## config.mk

```make
export PLATFORM = sky130hd
export DESIGN_NAME = acp_tx_packer_flat
export DESIGN_NICKNAME = d
export VERILOG_FILES = /design/src/rtl/acp_tx_packer_if.sv /design/src/rtl/acp_tx_packer.sv /design/src/flat_wrapper.sv
export SDC_FILE = /design/constraint.sdc
export NUM_CORES = 2
export LEC_CHECK = 0
export CAP_MARGIN = 20
export CORE_UTILIZATION = 59
export CTS_BUF_LIST = sky130_fd_sc_hd__clkbuf_8
export CTS_CLUSTER_SIZE = 14
export DETAILED_ROUTE_END_ITERATION = 8
export PLACE_DENSITY = 0.78
export SYNTH_ARGS = -nofsm -noshare
export SYNTH_HDL_FRONTEND = slang
export SYNTH_SLANG_ARGS = --single-unit
```

## constraint.sdc

```tcl
create_clock -name clk -period 9.87 [get_ports clk]
set_input_delay 2.4675 -clock clk [delete_from_list [all_inputs] [get_ports clk]]
set_output_delay 2.4675 -clock clk [all_outputs]
set_load 0.005 [all_outputs]
```

## src/rtl/acp_tx_packer_if.sv

```systemverilog
// ---------------------------------------------------------------------------
// acp_tx_packer_if
//   Write-side bundle between the capture packer and the ACP port of the PS
//   wrapper (acp0_tx_*).
//
//   master : the packer. Drives the burst request, address, ID and beat data.
//   slave  : the ACP port. Accepts the request (rdy) and asks for beats (wdreq).
//
//   acp0_tx_en      burst request, held until a cycle with rdy
//   acp0_tx_rdy     request accepted this cycle
//   acp0_tx_awaddr  burst byte address
//   acp0_tx_awid    constant write ID
//   acp0_tx_wdata   current write beat
//   acp0_tx_wdreq   ACP wants the next beat
// ---------------------------------------------------------------------------
interface acp_tx_packer_if;
    logic        acp0_tx_en;
    logic        acp0_tx_rdy;
    logic [31:0] acp0_tx_awaddr;
    logic [2:0]  acp0_tx_awid;
    logic [63:0] acp0_tx_wdata;
    logic        acp0_tx_wdreq;

    modport master (
        output acp0_tx_en,
        output acp0_tx_awaddr,
        output acp0_tx_awid,
        output acp0_tx_wdata,
        input  acp0_tx_rdy,
        input  acp0_tx_wdreq
    );

    modport slave (
        input  acp0_tx_en,
        input  acp0_tx_awaddr,
        input  acp0_tx_awid,
        input  acp0_tx_wdata,
        output acp0_tx_rdy,
        output acp0_tx_wdreq
    );
endinterface

```

## src/rtl/acp_tx_packer.sv

```systemverilog
// ---------------------------------------------------------------------------
// acp_tx_packer
//   Packs 16-bit ADC samples four at a time into 64-bit words, buffers them in
//   a FIFO and writes them to a linear DDR buffer as fixed-length ACP bursts.
//   A one-cycle irq_done pulse marks completion of the configured burst count.
//
//   clk, rst        clock and asynchronous active-low reset
//   cfg_start       pulse: arm a capture (ignored when cfg_nburst is 0)
//   cfg_stop        pulse: abort (immediately in ARM/REQ, after burst in DATA)
//   cfg_base        DDR byte base address, bits [2:0] ignored
//   cfg_nburst      bursts per capture
//   smp_vld/smp_dat sample stream
//   acp             ACP write channel, master side
//   sts_busy        high whenever the FSM is not IDLE
//   sts_ovf         sticky FIFO overflow
//   sts_bcnt        bursts completed in the current capture
//   irq_done        one-cycle completion pulse
// ---------------------------------------------------------------------------
module acp_tx_packer #(
    parameter int         SMP_W     = 16,
    parameter int         BURST_LEN = 16,
    parameter int         FIFO_AW   = 6,
    parameter logic [2:0] AWID      = 3'd0
) (
    input  logic                  clk,
    input  logic                  rst,
    input  logic                  cfg_start,
    input  logic                  cfg_stop,
    input  logic [31:0]           cfg_base,
    input  logic [15:0]           cfg_nburst,
    input  logic                  smp_vld,
    input  logic [SMP_W-1:0]      smp_dat,
    acp_tx_packer_if.master       acp,
    output logic                  sts_busy,
    output logic                  sts_ovf,
    output logic [15:0]           sts_bcnt,
    output logic                  irq_done
);

    localparam int LVL_W  = FIFO_AW + 1;
    localparam int BEAT_W = $clog2(BURST_LEN + 1);
    localparam int WORD_W = 4 * SMP_W;

    localparam logic [LVL_W-1:0]  FULL_LEVEL  = LVL_W'(1 << FIFO_AW);
    localparam logic [LVL_W-1:0]  BURST_LEVEL = LVL_W'(BURST_LEN);
    localparam logic [BEAT_W-1:0] BEATS       = BEAT_W'(BURST_LEN);
    localparam logic [BEAT_W-1:0] LAST_BEAT   = BEAT_W'(BURST_LEN - 1);
    localparam logic [31:0]       BURST_BYTES = 32'(BURST_LEN * 8);

    typedef enum logic [2:0] {
        IDLE,
        ARM,
        REQ,
        DATA,
        DONE
    } state_t;

    state_t               state;

    logic [WORD_W-1:0]    fifo_mem [1 << FIFO_AW];
    logic [LVL_W-1:0]     wr_ptr;
    logic [LVL_W-1:0]     rd_ptr;
    logic [LVL_W-1:0]     fifo_level;

    logic [3*SMP_W-1:0]   pack_buf;
    logic [1:0]           pack_idx;
    logic [BEAT_W-1:0]    beat_cnt;

    logic [31:0]          base_q;
    logic [15:0]          nburst_q;
    logic                 stop_pend;

    logic                 en_q;
    logic [31:0]          awaddr_q;
    logic [63:0]          wdata_q;
    logic                 ovf_q;
    logic [15:0]          bcnt_q;
    logic                 irq_q;

    logic                 pack_active;
    logic                 push;
    logic                 push_ok;
    logic                 pop;
    logic                 fifo_full;
    logic                 last_beat;
    logic [15:0]          bcnt_next;

    // Pointers carry one extra bit so that full and empty are distinguishable
    // from the difference alone.
    assign fifo_level = wr_ptr - rd_ptr;
    assign fifo_full  = (fifo_level == FULL_LEVEL);

    // A word is pushed on every 4th accepted sample. When the FIFO is full the
    // push only survives if a pop frees a slot in the same cycle; otherwise
    // the word is dropped.
    assign pack_active = (state == ARM) || (state == REQ) || (state == DATA);
    assign push        = pack_active && smp_vld && (pack_idx == 2'd3);
    assign push_ok     = push && (!fifo_full || pop);

    // Only the first BURST_LEN wdreqs of a burst pop; beat_cnt saturates at
    // BURST_LEN so trailing wdreqs fall through harmlessly.
    assign pop       = (state == DATA) && acp.acp0_tx_wdreq && (beat_cnt != BEATS);
    assign last_beat = pop && (beat_cnt == LAST_BEAT);
    assign bcnt_next = bcnt_q + 16'd1;

    assign acp.acp0_tx_en     = en_q;
    assign acp.acp0_tx_awaddr = awaddr_q;
    assign acp.acp0_tx_awid   = AWID;
    assign acp.acp0_tx_wdata  = wdata_q;

    assign sts_busy = (state != IDLE);
    assign sts_ovf  = ovf_q;
    assign sts_bcnt = bcnt_q;
    assign irq_done = irq_q;

    // FIFO storage has no reset; validity is tracked entirely by the pointers.
    // On a simultaneous push and pop while full, the write lands in the slot
    // being read, and the read still returns the old contents.
    always_ff @(posedge clk) begin
        if (push_ok) begin
            fifo_mem[wr_ptr[FIFO_AW-1:0]] <= {smp_dat, pack_buf};
        end
    end

    // Packer, FIFO pointers and the capture FSM. The datapath updates come
    // first and the FSM case last, so a start in IDLE overrides them cleanly
    // (there is no datapath activity in IDLE anyway).
    always_ff @(posedge clk or negedge rst) begin
        if (!rst) begin
            state     <= IDLE;
            wr_ptr    <= '0;
            rd_ptr    <= '0;
            pack_buf  <= '0;
            pack_idx  <= 2'd0;
            beat_cnt  <= '0;
            base_q    <= 32'd0;
            nburst_q  <= 16'd0;
            stop_pend <= 1'b0;
            en_q      <= 1'b0;
            awaddr_q  <= 32'd0;
            wdata_q   <= 64'd0;
            ovf_q     <= 1'b0;
            bcnt_q    <= 16'd0;
            irq_q     <= 1'b0;
        end else begin
            if (pack_active && smp_vld) begin
                case (pack_idx)
                    2'd0:    pack_buf[SMP_W-1:0]         <= smp_dat;
                    2'd1:    pack_buf[2*SMP_W-1:SMP_W]   <= smp_dat;
                    2'd2:    pack_buf[3*SMP_W-1:2*SMP_W] <= smp_dat;
                    default: ;
                endcase
                pack_idx <= pack_idx + 2'd1;
            end

            if (push_ok) begin
                wr_ptr <= wr_ptr + 1'b1;
            end
            if (push && !push_ok) begin
                ovf_q <= 1'b1;
            end

            if (pop) begin
                rd_ptr   <= rd_ptr + 1'b1;
                wdata_q  <= fifo_mem[rd_ptr[FIFO_AW-1:0]];
                beat_cnt <= beat_cnt + 1'b1;
            end

            irq_q <= 1'b0;

            case (state)
                IDLE: begin
                    if (cfg_start && (cfg_nburst != 16'd0)) begin
                        base_q    <= cfg_base & ~32'h7;
                        nburst_q  <= cfg_nburst;
                        wr_ptr    <= '0;
                        rd_ptr    <= '0;
                        pack_idx  <= 2'd0;
                        ovf_q     <= 1'b0;
                        bcnt_q    <= 16'd0;
                        stop_pend <= 1'b0;
                        state     <= ARM;
                    end
                end

                ARM: begin
                    if (cfg_stop) begin
                        state <= IDLE;
                    end else if (fifo_level >= BURST_LEVEL) begin
                        en_q     <= 1'b1;
                        awaddr_q <= base_q + 32'(bcnt_q) * BURST_BYTES;
                        state    <= REQ;
                    end
                end

                REQ: begin
                    if (cfg_stop) begin
                        en_q  <= 1'b0;
                        state <= IDLE;
                    end else if (acp.acp0_tx_rdy) begin
                        en_q     <= 1'b0;
                        beat_cnt <= '0;
                        state    <= DATA;
                    end
                end

                DATA: begin
                    if (cfg_stop) begin
                        stop_pend <= 1'b1;
                    end
                    // Completion of the configured count wins over a pending
                    // stop, so the final burst still raises irq_done.
                    if (last_beat) begin
                        bcnt_q    <= bcnt_next;
                        stop_pend <= 1'b0;
                        if (bcnt_next == nburst_q) begin
                            irq_q <= 1'b1;
                            state <= DONE;
                        end else if (stop_pend || cfg_stop) begin
                            state <= IDLE;
                        end else begin
                            state <= ARM;
                        end
                    end
                end

                DONE: begin
                    state <= IDLE;
                end

                default: begin
                    state <= IDLE;
                end
            endcase
        end
    end

endmodule

```

## src/flat_wrapper.sv

```systemverilog
// flat-port wrapper written by rule: the top's interface ports become plain ports
module acp_tx_packer_flat 
#(
    parameter int         SMP_W     = 16,
    parameter int         BURST_LEN = 16,
    parameter int         FIFO_AW   = 6,
    parameter logic [2:0] AWID      = 3'd0
)
  (clk, rst, cfg_start, cfg_stop, cfg_base, cfg_nburst, smp_vld, smp_dat, sts_busy, sts_ovf, sts_bcnt, irq_done, acp_acp0_tx_en, acp_acp0_tx_awaddr, acp_acp0_tx_awid, acp_acp0_tx_wdata, acp_acp0_tx_rdy, acp_acp0_tx_wdreq);
  acp_tx_packer_if acp_i ();
  input  logic clk;
  input  logic rst;
  input  logic cfg_start;
  input  logic cfg_stop;
  input  logic [31:0] cfg_base;
  input  logic [15:0] cfg_nburst;
  input  logic smp_vld;
  input  logic [SMP_W-1:0] smp_dat;
  output logic sts_busy;
  output logic sts_ovf;
  output logic [15:0] sts_bcnt;
  output logic irq_done;
  output wire logic [$bits(acp_i.acp0_tx_en)-1:0] acp_acp0_tx_en;
  output wire logic [$bits(acp_i.acp0_tx_awaddr)-1:0] acp_acp0_tx_awaddr;
  output wire logic [$bits(acp_i.acp0_tx_awid)-1:0] acp_acp0_tx_awid;
  output wire logic [$bits(acp_i.acp0_tx_wdata)-1:0] acp_acp0_tx_wdata;
  input wire logic [$bits(acp_i.acp0_tx_rdy)-1:0] acp_acp0_tx_rdy;
  input wire logic [$bits(acp_i.acp0_tx_wdreq)-1:0] acp_acp0_tx_wdreq;
  assign acp_acp0_tx_en = acp_i.acp0_tx_en;
  assign acp_acp0_tx_awaddr = acp_i.acp0_tx_awaddr;
  assign acp_acp0_tx_awid = acp_i.acp0_tx_awid;
  assign acp_acp0_tx_wdata = acp_i.acp0_tx_wdata;
  assign acp_i.acp0_tx_rdy = acp_acp0_tx_rdy;
  assign acp_i.acp0_tx_wdreq = acp_acp0_tx_wdreq;
  acp_tx_packer #(.SMP_W(SMP_W), .BURST_LEN(BURST_LEN), .FIFO_AW(FIFO_AW), .AWID(AWID)) u_core (.clk(clk), .rst(rst), .cfg_start(cfg_start), .cfg_stop(cfg_stop), .cfg_base(cfg_base), .cfg_nburst(cfg_nburst), .smp_vld(smp_vld), .smp_dat(smp_dat), .acp(acp_i), .sts_busy(sts_busy), .sts_ovf(sts_ovf), .sts_bcnt(sts_bcnt), .irq_done(irq_done));
endmodule
```

==> flow_summary.toml <==
[yosys]
synthCells = 7183
yosys-top-cells-area = "edfxtp_1, mux4_2, dfrtp_1"
synth_edf_count = 4096
ys.flop_type = "edfxtp_1"
synth_top_cell_area_share_pct = 73.9
yosysUniqueCellTypes = 67
synth.avg_cell_area_um2 = 23.2
yosysMostFrequentCell = "edfxtp_1"
synth.cell_area_um2 = 166000
synth_common_cells = "edfxtp_1, mux4_2, mux2i_1"
synthArstFlopShare_pct = 5.32
ys_seq_area_share_pct = 77.4
yosysWarnings = 0
yosys.area.top_type = "edfxtp_1"
ys_seq_elements = 4326

[floorplanning]
die_h_um = 533
io_pins = 190
start_util_pct = 59.5
core_area_um2 = 280000
die_area_um2 = 284000
chipWidth_um = 533
rows = 194

[clock_tree]
root_buffer = "clkbuf_8"
htreeDepth = 6
clock_latency_ps = 1220
cts.sinks = 4326
cts_made_buffers = 658
cts_tree = "done"
cts_max_path_buffers = 4
cts_resized = 0
ctsHoldBuffers = 0
cts_setup_buffers = 0
path_clk_slew_ps = 60

[power_and_ir_drop]
power_density_nw_per_um2 = 253
p_seq_share_pct = 48.8
power.share.clock_pct = 29.5
switching_share_pct = 28.5
power_leakage_nw = 61.1
p_int_mw = 33.8
p_sw_mw = 13.4
p_comb_share_pct = 21.7
ir_drop_uv = 194

[final_layout]
area_growth_pct = 12.1
n_fill_cell = 16400
drive_above_1_share_pct = 29.0
final_area_um2 = 187000
final_nets = 7973
post_layout_nonfiller_instances = 12100

[run]
max_cap_violations = 0

[global_routing]
grt_pass1_vias = 83100
grtUsageTotal_pct = 29.2
overflow = 0
grt_max_degree = 136
grt_pass1_wl_mm = 587
antenna_found_initial = 14

[detailed_routing]
wl_per_cell_um = 34.1
routed_wl_mm = 414
viasPerCell = 6.77
ant_nets = 0
drcViolationCount = 0
num_vias = 82100
first_iter_violations = 12900
drt_pass1_iterations = 8

[timing]
fin_skew_ps = 87.2
rsz0062_at_grt = "no"
finalHoldViolations = 0
finalWorstSetupSlack_ps = 3550
timing.hold.ws_ps = 473
fin_crit_sh_pct = 64.0
max_clock_freq_mhz = 158
worst_pin_slew_ps = 1250
setup_viol = 0
relSlewSlack_pct = 16.3
slew_viol_final = 0
period_needed_ps = 6320

[worst_setup_path]
path_common_cell = "buf_4"
slowest_delay_ps = 1010
required_ps = 10680
path_max_fanout = 72
worstSetupPathType = "reg -> reg"
path_cells = "inv_8 > ha_1 > nor2b_1 > o31a_1 > o41ai_1 > xnor2_1 > buf_4 > o31ai_2 > buf_4 > or4_1 > nor2_4 > buf_4"
endpoint_kind = "register"
crit_slowest_cell = "nor2_4"
start_kind = "register"
crit_arrival_ps = 7120

[hold_path]
hold_path.class = "reg -> reg"

[placed_design]
pre_cts_slack_ps = 2350
io_buffers = 180
dp_cells = 10900
dp_hpwl_mm = 220
gp_congestion = 0.828
post_dp_cell_area_um2 = 174000

[status]
status = "finished, final reports clean"
## placed cells by master (no fill, tap or decap), types with 16 or more instances in the layout
master           instances
clkinv_1               102
nor2_4                  56
nand2_1                188
nor2_1                  55
a21oi_1                 82
nand3_1                 26
mux2_2                  57
clkbuf_8               713
edfxtp_1              4096
buf_12                  43
mux2i_1                327
inv_1                  278
mux4_2                1216
buf_2                   16
buf_4                  185
dfrtp_1                227
nor3_1                  76
clkinv_2                47
ha_1                    32
xnor2_1                 41
clkdlybuf4s50_1        163
o21ai_0                121
## cell families after synthesis
group | synth area share (%)
other | 0.00225
AOI/OAI and AO/OA | 0.904
muxes | 18.8
and+or+nand+nor | 1.34
xor gates and xnor gates | 0.295
DFF | 77.4
buffers and inverters | 1.04
adders and majority gates | 0.253
## power groups by stage
stage / combinational (mW) / sequential (mW) / clock (mW)
after global placement: 9.87 / 23.4 / 0
after floorplan: 6.00 / 24.0 / 0
after detailed placement: 10.2 / 23.4 / 0
after global routing: 10.8 / 23.1 / 14.8
final: 10.2 / 23.1 / 13.9
after CTS: 10.2 / 23.0 / 14.0
## path summary, 6_finish.rpt
path,start,endpoint,slack (ps),cells after the start
worst max-delay path,u_core.rd_ptr[1],u_core.fifo_mem[56][47],3550,12
worst min-delay path,u_core.acp.acp0_tx_awaddr[20],u_core.acp.acp0_tx_awaddr[20],470,2
worst max register to register,u_core.rd_ptr[1],u_core.fifo_mem[56][47],3550,12
worst min register to register,u_core.acp.acp0_tx_awaddr[20],u_core.acp.acp0_tx_awaddr[20],470,2
max in group asynchronous,rst,u_core.rd_ptr[0],7140,2
min in group asynchronous,rst,u_core.acp.acp0_tx_awaddr[26],1260,1
## per-layer routing
metal	vias up	global-route usage (%)	share of wire, %
met5	-	0	0.0070
met1	43100	41.0	36
met3	871	6.65	13
li1	31900	-	-
met4	4	11.1	4.0
met2	6223	45.6	48
## critical path, delay by kind of cell, from the launching register on
family / cells / cell delay [ps]
XOR/XNOR: 1 / 160
AO/OA/AOI/OAI: 3 / 680
AND/OR/NAND/NOR: 3 / 2010
flip-flops: 1 / 760
buffers and inverters: 4 / 1760
adder cells (fa/ha/maj): 1 / 380
## sequential cells by signal, summed over array words and instances (netlist names)
name / cells
u_core.fifo_mem: 4096
u_core.acp.acp0_tx_en: 1
u_core.wr_ptr: 7
u_core.irq_done: 1
u_core.state: 3
u_core.sts_ovf: 1
u_core.acp.acp0_tx_awaddr: 29
u_core.rd_ptr: 7
u_core.acp.acp0_tx_wdata: 64
u_core.sts_bcnt: 16
u_core.base_q: 29
u_core.pack_buf: 48
u_core.pack_idx: 2
u_core.beat_cnt: 5
u_core.nburst_q: 16
u_core.stop_pend: 1
## final cells by class
cell class,instances,area [um^2],share of cell area [%]
repair buffers,411,4060,2.18
clock buffers,713,9810,5.26
clock inverters,470,2600,1.40
multi-input cells,2444,36500,19.6
well taps,3724,4660,2.50
inverters,28,138,0.0738
diodes,10,25.0,0.0134
flip-flops and latches,4326,129000,69.0
## through the flow
stage	TNS (ps)	total power, mW	utilization (%)
4_1_cts	0	47.3	66.6
3_5_place_dp	0	33.6	62.2
2_1_floorplan	-272610	30.0	-
5_1_grt	0	48.7	66.6
6_report	0	47.2	66.7
3_3_place_gp	0	33.2	62.1
(Power assumes the default switching activity.)
